===== config.mk =====
export PLATFORM = sky130hd
export DESIGN_NAME = coh_directory_n
export DESIGN_NICKNAME = d
export VERILOG_FILES = /design/src/rtl/coh_directory_n.sv
export SDC_FILE = /design/constraint.sdc
export NUM_CORES = 1
export LEC_CHECK = 0
export ABC_AREA = 1
export ABC_CLOCK_PERIOD_IN_PS = 8200
export CORE_UTILIZATION = 25
export DETAILED_ROUTE_END_ITERATION = 10
export GPL_ROUTABILITY_DRIVEN = 0
export GPL_TIMING_DRIVEN = 0
export HOLD_SLACK_MARGIN = 0.1
export PLACE_DENSITY_LB_ADDON = 0.1
export RECOVER_POWER = 100
export SYNTH_ARGS = -nofsm -noshare
export SYNTH_HDL_FRONTEND = slang
export SYNTH_SLANG_ARGS = --single-unit

===== constraint.sdc =====
create_clock -name clk -period 8.2 [get_ports clk]
set_clock_uncertainty 0.1 [all_clocks]
set_input_delay 1.23 -clock clk [delete_from_list [all_inputs] [get_ports clk]]
set_output_delay 1.23 -clock clk [all_outputs]
set_load 0.01 [all_outputs]

===== src/rtl/coh_directory_n.sv =====
// Full-map coherence directory: round-robin arbitration over NCACHE ports, one transaction at a
// time, dirty-owner recall by write-back and targeted invalidation on exclusive grants.
module coh_directory_n #(
    parameter int unsigned NCACHE = 4,
    parameter int unsigned ADDR_W = 4,
    parameter int unsigned DATA_W = 1,
    parameter int unsigned ID_W   = 2
) (
    input  logic                       clk,
    input  logic                       reset,
    input  logic [2*NCACHE-1:0]        req,
    input  logic [ADDR_W*NCACHE-1:0]   req_addr,
    input  logic [DATA_W*NCACHE-1:0]   back_data,
    output logic [NCACHE-1:0]          blk_ok,
    output logic [DATA_W-1:0]          blk_data,
    output logic [NCACHE-1:0]          inval,
    output logic [ADDR_W-1:0]          blocknum,
    output logic [NCACHE-1:0]          wb_req
);

    localparam int unsigned Lines = 2 ** ADDR_W;

    typedef enum logic [1:0] {StArb, StWait, StServe} state_e;

    state_e              state_q, state_d;
    logic [ID_W-1:0]     rr_ptr_q;
    logic [ID_W-1:0]     g_id_q, g_id_d;
    logic [ADDR_W-1:0]   g_addr_q, g_addr_d;
    logic                g_excl_q, g_excl_d;

    logic [NCACHE-1:0]   sharers_q [Lines];
    logic [Lines-1:0]    owner_v_q;
    logic [ID_W-1:0]     owner_q [Lines];
    logic [DATA_W-1:0]   mem_q [Lines];

    logic                found;
    logic [ID_W-1:0]     pick_id;
    logic [1:0]          pick_code;
    logic [ADDR_W-1:0]   pick_addr;
    logic [ID_W-1:0]     cur_owner;
    logic                wb_done;
    logic [ID_W-1:0]     next_ptr;
    logic [NCACHE-1:0]   g_onehot;

    // Round-robin scan starting at rr_ptr; only read (01) and excl (10) codes compete.
    always_comb begin
        int idx;
        found     = 1'b0;
        pick_id   = '0;
        pick_code = 2'b00;
        idx       = 0;
        for (int k = 0; k < int'(NCACHE); k++) begin
            idx = int'(rr_ptr_q) + k;
            if (idx >= int'(NCACHE)) begin
                idx = idx - int'(NCACHE);
            end
            if (!found && (req[2*idx +: 2] == 2'b01 || req[2*idx +: 2] == 2'b10)) begin
                found     = 1'b1;
                pick_id   = ID_W'(idx);
                pick_code = req[2*idx +: 2];
            end
        end
        pick_addr = req_addr[int'(pick_id)*ADDR_W +: ADDR_W];
    end

    assign cur_owner = owner_q[g_addr_q];
    assign wb_done   = (state_q == StWait) && (req[2*int'(cur_owner) +: 2] == 2'b11);
    assign next_ptr  = (int'(g_id_q) == int'(NCACHE) - 1) ? '0 : g_id_q + 1'b1;
    assign g_onehot  = NCACHE'(1) << g_id_q;

    always_comb begin
        state_d  = state_q;
        g_id_d   = g_id_q;
        g_addr_d = g_addr_q;
        g_excl_d = g_excl_q;
        blk_ok   = '0;
        blk_data = '0;
        inval    = '0;
        blocknum = '0;
        wb_req   = '0;
        unique case (state_q)
            StArb: begin
                if (found) begin
                    g_id_d   = pick_id;
                    g_addr_d = pick_addr;
                    g_excl_d = (pick_code == 2'b10);
                    // A foreign dirty owner must write back before anyone else sees the line.
                    if (owner_v_q[pick_addr] && (owner_q[pick_addr] != pick_id)) begin
                        state_d = StWait;
                    end else begin
                        state_d = StServe;
                    end
                end
            end
            StWait: begin
                wb_req[cur_owner] = 1'b1;
                if (wb_done) begin
                    state_d = StServe;
                end
            end
            StServe: begin
                blk_ok[g_id_q] = 1'b1;
                blk_data       = mem_q[g_addr_q];
                if (g_excl_q) begin
                    inval    = sharers_q[g_addr_q] & ~g_onehot;
                    blocknum = g_addr_q;
                end
                state_d = StArb;
            end
            default: state_d = StArb;
        endcase
    end

    always_ff @(posedge clk) begin
        if (reset) begin
            state_q   <= StArb;
            rr_ptr_q  <= '0;
            g_id_q    <= '0;
            g_addr_q  <= '0;
            g_excl_q  <= 1'b0;
            owner_v_q <= '0;
            for (int i = 0; i < int'(Lines); i++) begin
                sharers_q[i] <= '0;
                owner_q[i]   <= '0;
                mem_q[i]     <= '0;
            end
        end else begin
            state_q  <= state_d;
            g_id_q   <= g_id_d;
            g_addr_q <= g_addr_d;
            g_excl_q <= g_excl_d;
            if (wb_done) begin
                mem_q[g_addr_q]     <= back_data[int'(cur_owner)*DATA_W +: DATA_W];
                owner_v_q[g_addr_q] <= 1'b0;
                // A recalled owner keeps a clean read copy when the new request is a read.
                if (!g_excl_q) begin
                    sharers_q[g_addr_q][cur_owner] <= 1'b1;
                end
            end
            if (state_q == StServe) begin
                if (g_excl_q) begin
                    sharers_q[g_addr_q] <= '0;
                    owner_v_q[g_addr_q] <= 1'b1;
                    owner_q[g_addr_q]   <= g_id_q;
                end else begin
                    sharers_q[g_addr_q][g_id_q] <= 1'b1;
                end
                rr_ptr_q <= next_ptr;
            end
        end
    end

endmodule


==> impl_results.md, run 1 <==
* Clk slew on worst S/H paths at 0.06 ns
* CTS tree: yes
* Critical Path End Type: flop
* Inserted Diodes at 0
* Largest net degree at the start of global routing at 17
* Post-Syn Nets at 1,148
* Initial antenna violation count at 0
* Cell count after synthesis at 1,107
* Peak Freq at 168.0 MHz
* Synth-to-layout area growth at 18.00%
* Crit-path max cell delay at 0.62 ns
* Core area at 33,450 um2
* Top cells by count, synth: nand2_1, nor2_1, edfxtp_1
* Leak at 4.196 nW
* Setup Fix Bufs, Post-CTS at 0
* Cell area after layout at 10,020 um2
* Area contributors post-synth: edfxtp_1, nand2_1, nor2_1
* Die Wd at 186.3 um
* Cell Chain, Critical Path: dlygate4sd3_1, inv_1, nand2_1, and2_0, o21ai_0, inv_1, ha_1, inv_1, nor2_1, nand3_1, nand3_1, clkbuf_1, nand2_2, nand3_2, nand2_1, clkbuf_1, o211ai_1, o21ai_0, o22ai_1, nand2_1, nand2_1, nand3_1, nand2_1, inv_1
* CTS buffer count at 17
* Share of layout cells above drive strength 1 at 7.426%
* CP Launch Type: input port
* H-tree depth at 4
* DRC errors left at 0
* # rows at 67
* Critical path peak fanout at 10
* Vias at 7,821
* Number of global-route vias before repair at 7,472
* Final Slew Violations at 0
* CP max stage cell: dlygate4sd3_1
* Clock sinks at 143
* # resized after CTS at 0
* Final Setup Violations at 0
* Final hold viol count at 0
* Seq cells post-synth at 143
* Port bufs at 46
* Final WL at 31,750 um
* Hold Path Class: flop to flop
* Slew Limit Headroom at 34.21%
* Fin crit share at 72.60%
* Area share of the largest cell type after synthesis at 39.62%
* Register area share after synthesis at 46.93%
* Top cell type by total area after synthesis: edfxtp_1
* CP top delay family: simple AND/OR/NAND/NOR gates
* Wirelength per Cell at 19.44 um
* DIE HEIGHT at 186.3 um
* CTS root buf: clkbuf_16
* First-pass GRT wire length at 47,270 um
* Number of synthesized flops with an enable pin at 112
* Clock Latency Late Sink at 0.43 ns
* Most common cell in the netlist: nand2_1
* Post-DP Area at 9510 um2
* Synth warn at 0
* Hold Buf Count CTS at 0
* GR Overflow Total at 0
* Syn_area_per_cell at 7.669 um2
* Kind of critical path: input port to flop
* Total negative setup slack at 0 ns
* Post-DR vias/cell at 4.789
* Library cells used by synthesis at 46
* Fin nets at 1,213
* Mapped Area at 8489 um2
* Ports at 47
* Max-Cap Viols at 0
* Starting Density at 25.38%
* FFs w/ async S/R, synth at 0%
* PD cells at 433.4 nW/um2
* Least-Margin Pin Slew at 0.9785 ns
* Max VDD drop at 177.2 uV
* Total Die Area at 34,700 um2
* Most used flip-flop cell after synthesis: edfxtp_1
* RSZ-0062 raised after global routing: false
* Crit path required time at 8.43 ns
* Minimum clock period after layout at 5.953 ns
* Maximum clock insertion buffer count at 2
* Data arrival, critical path at 6.19 ns
* CP bufs+invs at 7
* Dpl hpwl at 23,330 um
* Post-route ant nets at 0
* Status: finished clean
* CP dominant cell by count: nand2_1
* Starting DRT DRC Count at 703
* All-Layer GR Usage at 18.92%
* TritonRoute pass-1 iters at 6
## logic make-up after synthesis
kind of cell               after synthesis  synth area share [%]
and+or+nand+nor                        647                 32.40
AOI/OAI and AO/OA                      164                 11.41
DFF                                    143                 46.93
buffers and inverters                  140                 7.266
adders and majority gates               11                 1.621
xor gates and xnor gates                 2                0.3833
## placed cells by master, fill, tap and decap left out, drive strengths merged, types with 11 or more instances in the layout
master,synthesis,layout
clkdlybuf4s50,0,30
o22ai,15,15
dfxtp,31,31
o21ai,87,87
dlygate4sd3,0,16
a21oi,28,28
clkbuf,39,67
inv,77,82
nand3,86,86
o221ai,13,13
edfxtp,112,112
nand2,345,345
nor2,208,208
ha,11,11
## state kept, by name, summed over array words and instances (netlist names), named ones only
register,count
owner_v_q,16
state_q,2
mem_q,16
rr_ptr_q,2
g_excl_q,1
g_id_q,2
g_addr_q,4
sharers_q,64
owner_q,32
## per-stage QoR
stage | std cells | utilization, % | setup WS (ns) | hold slack (ns) | total power, mW
finish | 1633 | 29.95 | 2.247 | 0.3705 | 4.342
global route | 1633 | 29.95 | 1.778 | 0.3878 | 4.682
floorplan | 1107 | - | 4.332 | 0.3454 | 2.802
global placement | 1601 | 28.43 | 2.732 | 0.3600 | 3.686
detailed placement | 1601 | 28.43 | 2.686 | 0.3620 | 3.676
CTS | 1633 | 30.18 | 3.130 | 0.3709 | 4.474
## routing by layer
layer | wire [um] | vias up | part of all wire [%] | GRT usage (%)
met1 | 14910 | 3791 | 47 | 25.51
met3 | 1357 | 24 | 4.3 | 2.181
met2 | 15100 | 209 | 48 | 32.36
li1 | - | 3797 | - | -
met5 | 0 | - | 0 | 0
met4 | 378 | 0 | 1.2 | 4.164
## area by class of cell
class                      instances  area [um2]
sequential                       143        3984
clock buffer                      18       429.2
buffer                            59       281.5
clock inverter                    14       155.1
fill                            3619       23430
timing repair buffer              46       460.4
inverter                          81       309.0
tap                              448       560.5
multi-input combinational        824        3837
## power breakdown
group          internal (mW)  switching, mW
combinational          0.798           1.87
clock                  0.453          0.340
sequential             0.840         0.0420
## worst reg2reg max path, delay by kind of cell, from the launching register on
family                     cells  cell delay (ns)
and+or+nand+nor               14             2.08
buffers and inverters          5             1.43
adders and majority gates      1             0.55
AOI/OAI and AO/OA              3             0.53
DFF                            1             0.49
## final timing paths
kind         slack, ns             to     startpoint  cells past startpoint
max               2.25     state_q[1]         req[7]                     24
min               0.37  owner_v_q[12]  owner_v_q[12]                      2
max reg2reg       2.93     state_q[1]    rr_ptr_q[1]                     23
min reg2reg       0.37  owner_v_q[12]  owner_v_q[12]                      2
Note: power is estimated with default switching activity, not from simulation.
==> run 2: changes to the inputs <==
--- a/config.mk
+++ b/config.mk
@@ -6,7 +6,7 @@
 export NUM_CORES = 1
 export LEC_CHECK = 0
 export ABC_AREA = 1
-export ABC_CLOCK_PERIOD_IN_PS = 8200
+export ABC_CLOCK_PERIOD_IN_PS = 5200
 export CORE_UTILIZATION = 25
 export DETAILED_ROUTE_END_ITERATION = 10
 export GPL_ROUTABILITY_DRIVEN = 0
==> constraint.sdc (replaced) <==
create_clock -name clk -period 5.2 [get_ports clk]
set_clock_uncertainty 0.1 [all_clocks]
set_input_delay 0.78 -clock clk [delete_from_list [all_inputs] [get_ports clk]]
set_output_delay 0.78 -clock clk [all_outputs]
set_load 0.01 [all_outputs]
==> impl_results.md, run 2 (synthesis gave the netlist of run 1 again) <==
* Initial antenna violation count at 0
* Critical path peak fanout at 10
* Final Slew Violations at 0
* Top Registers: sharers_q: 64 flops, owner_q: 32 flops
* Starting DRT DRC Count at 724
* Largest net degree at the start of global routing at 17
* Leak at 4.225 nW
* Reg power frac at 20.0%
* Least-Margin Pin Slew at 0.9540 ns
* Cell area after layout at 10,070 um2
* CP max stage cell: o31ai_1
* Kind of critical path: input port to flop
* Peak Freq at 213.1 MHz
* Fin crit share at 90.25%
* Die Wd at 186.3 um
* Final Setup Violations at 0
* Commonest non-fill, non-tap cell in the layout: nand2_1
* Clock sinks at 143
* Worst r2r src: rr_ptr_q[1]
* Comb power frac at 62.0%
* Ports at 47
* Status: finished clean
* Hold Path Class: flop to flop
* Post-route ant nets at 0
* DRC errors left at 0
* H-tree depth at 4
* Worst setup margin at 0.5072 ns
* Hold Buf Count CTS at 0
* Hold worst-path end: owner_v_q[12]
* Slew Limit Headroom at 35.86%
* # rows at 67
* Hold_sp: owner_v_q[12]
* Number of global-route vias before repair at 7,472
* Crit-path max cell delay at 0.80 ns
* Starting Density at 25.38%
* Clock Power Share at 18.0%
* Data arrival, critical path at 4.89 ns
* Maximum clock insertion buffer count at 2
* Max VDD drop at 306.3 uV
* RSZ-0062 raised after global routing: false
* Dpl hpwl at 23,330 um
* Port bufs at 46
* CP Launch Type: input port
* Crit path required time at 5.40 ns
* Post-DR vias/cell at 4.784
* Switch share at 51.55%
* Core area at 33,450 um2
* CTS root buf: clkbuf_16
* Setup Fix Bufs, Post-CTS at 0
* Top reg by flops: sharers_q
* Final hold slack at 0.3705 ns
* Max-Cap Viols at 0
* # resized after CTS at 0
* CP dominant cell by count: nand2_1
* Post-DP Area at 9510 um2
* Cell Chain, Critical Path: dlygate4sd3_1, inv_1, nand2_1, and2_0, o21ai_0, inv_1, ha_1, inv_1, nor2_8, nand3_2, nand3_4, buf_6, nor2_1, o31ai_1, nand3_1, nand2_1, nand2_1, nand2_1, nand2_1, nand3_2, a21oi_2
* Final WL at 31,760 um
* Total negative setup slack at 0 ns
* Hold depth at 2
* Net Switching at 3.581 mW
* TritonRoute pass-1 iters at 6
* Fin nets at 1,213
* CTS buffer count at 17
* All-Layer GR Usage at 18.92%
* Reg-to-reg endpoint: state_q[0]
* GR Overflow Total at 0
* Final hold viol count at 0
* Clk slew on worst S/H paths at 0.06 ns
* Wirelength per Cell at 19.45 um
* Share of layout cells above drive strength 1 at 7.848%
* Minimum clock period after layout at 4.693 ns
* Clock Latency Late Sink at 0.43 ns
* First-pass GRT wire length at 47,270 um
* Synth-to-layout area growth at 18.57%
* Critical Path End Type: flop
* Dpl ws at 0.1357 ns
* Commonest cells after routing, fill and taps aside: nand2_1, nor2_1, edfxtp_1, o21ai_0
* Total Die Area at 34,700 um2
* R2r worst-path depth at 22
* Largest register FFs at 64
* DIE HEIGHT at 186.3 um
* PD cells at 690.1 nW/um2
* Reg2reg setup slack at 0.71 ns
* FILL cells at 3,610
* Vias at 7,813
* P_int at 3.366 mW
* CTS tree: yes
* Core Util, Final at 30.09%
* Inserted Diodes at 0
==> run 2: how the worst max path moves through the flow <==
| stage | slack [ns] | from | to | depth (start not counted) |
|---|---|---|---|---|
| finish | 0.51 | req[7] | state_q[0] | 21 |
| global route | 0.21 | req[7] | state_q[0] | 21 |
| CTS | 0.58 | req[7] | state_q[1] | 21 |
| detailed placement | 0.14 | req[7] | state_q[1] | 21 |
| global placement | 0.18 | req[7] | state_q[1] | 21 |
| floorplan | 1.78 | req[7] | state_q[1] | 26 |
==> run 2: worst max-delay path: cells and delay by family <==
family	cells	cell delay [ns]
simple gates	12	1.48
compound gates	3	1.16
buf+inv	5	1.10
fa+ha+maj	1	0.35
==> run 2: per-stage QoR <==
step,total power [mW],cells
final,6.946,1633
after detailed placement,5.797,1601
after global placement,5.812,1601
after CTS,7.056,1633
after floorplan,4.418,1107
after global routing,7.480,1633
==> run 2: cell type report <==
class | instances | area, um2 | share of cell area [%]
Tap cell | 448 | 560.5 | 5.569
Sequential cell | 143 | 3984 | 39.58
Multi-Input combinational cell | 824 | 3870 | 38.45
Timing Repair Buffer | 46 | 460.4 | 4.574
Buffer | 59 | 297.8 | 2.958
Inverter | 81 | 309.0 | 3.070
Clock inverter | 14 | 155.1 | 1.541
Clock buffer | 18 | 429.2 | 4.264
==> run 2: power by group through the flow <==
| stage | logic, mW | clock network (mW) | registers, mW |
|---|---|---|---|
| 2_1_floorplan | 3.03 | 0 | 1.39 |
| 3_3_place_gp | 4.40 | 0 | 1.42 |
| 3_5_place_dp | 4.38 | 0 | 1.42 |
| 4_1_cts | 4.40 | 1.26 | 1.39 |
| 5_1_grt | 4.77 | 1.31 | 1.40 |
| 6_report | 4.31 | 1.25 | 1.39 |
==> run 2: metal layers <==
metal,vias to the layer above,part of all wire [%],global-route usage (%)
met2,197,48,32.36
met3,24,3.8,2.181
met4,0,1.2,4.164
met5,-,0,0
li1,3798,-,-
met1,3794,47,25.51
==> run 3: changes to the inputs <==
--- a/config.mk
+++ b/config.mk
@@ -17,3 +17,4 @@
 export SYNTH_ARGS = -nofsm -noshare
 export SYNTH_HDL_FRONTEND = slang
 export SYNTH_SLANG_ARGS = --single-unit
+export TNS_END_PERCENT = 20
==> results of run 3 <==
Final layout, timing and power as in run 2 (identical DEF).
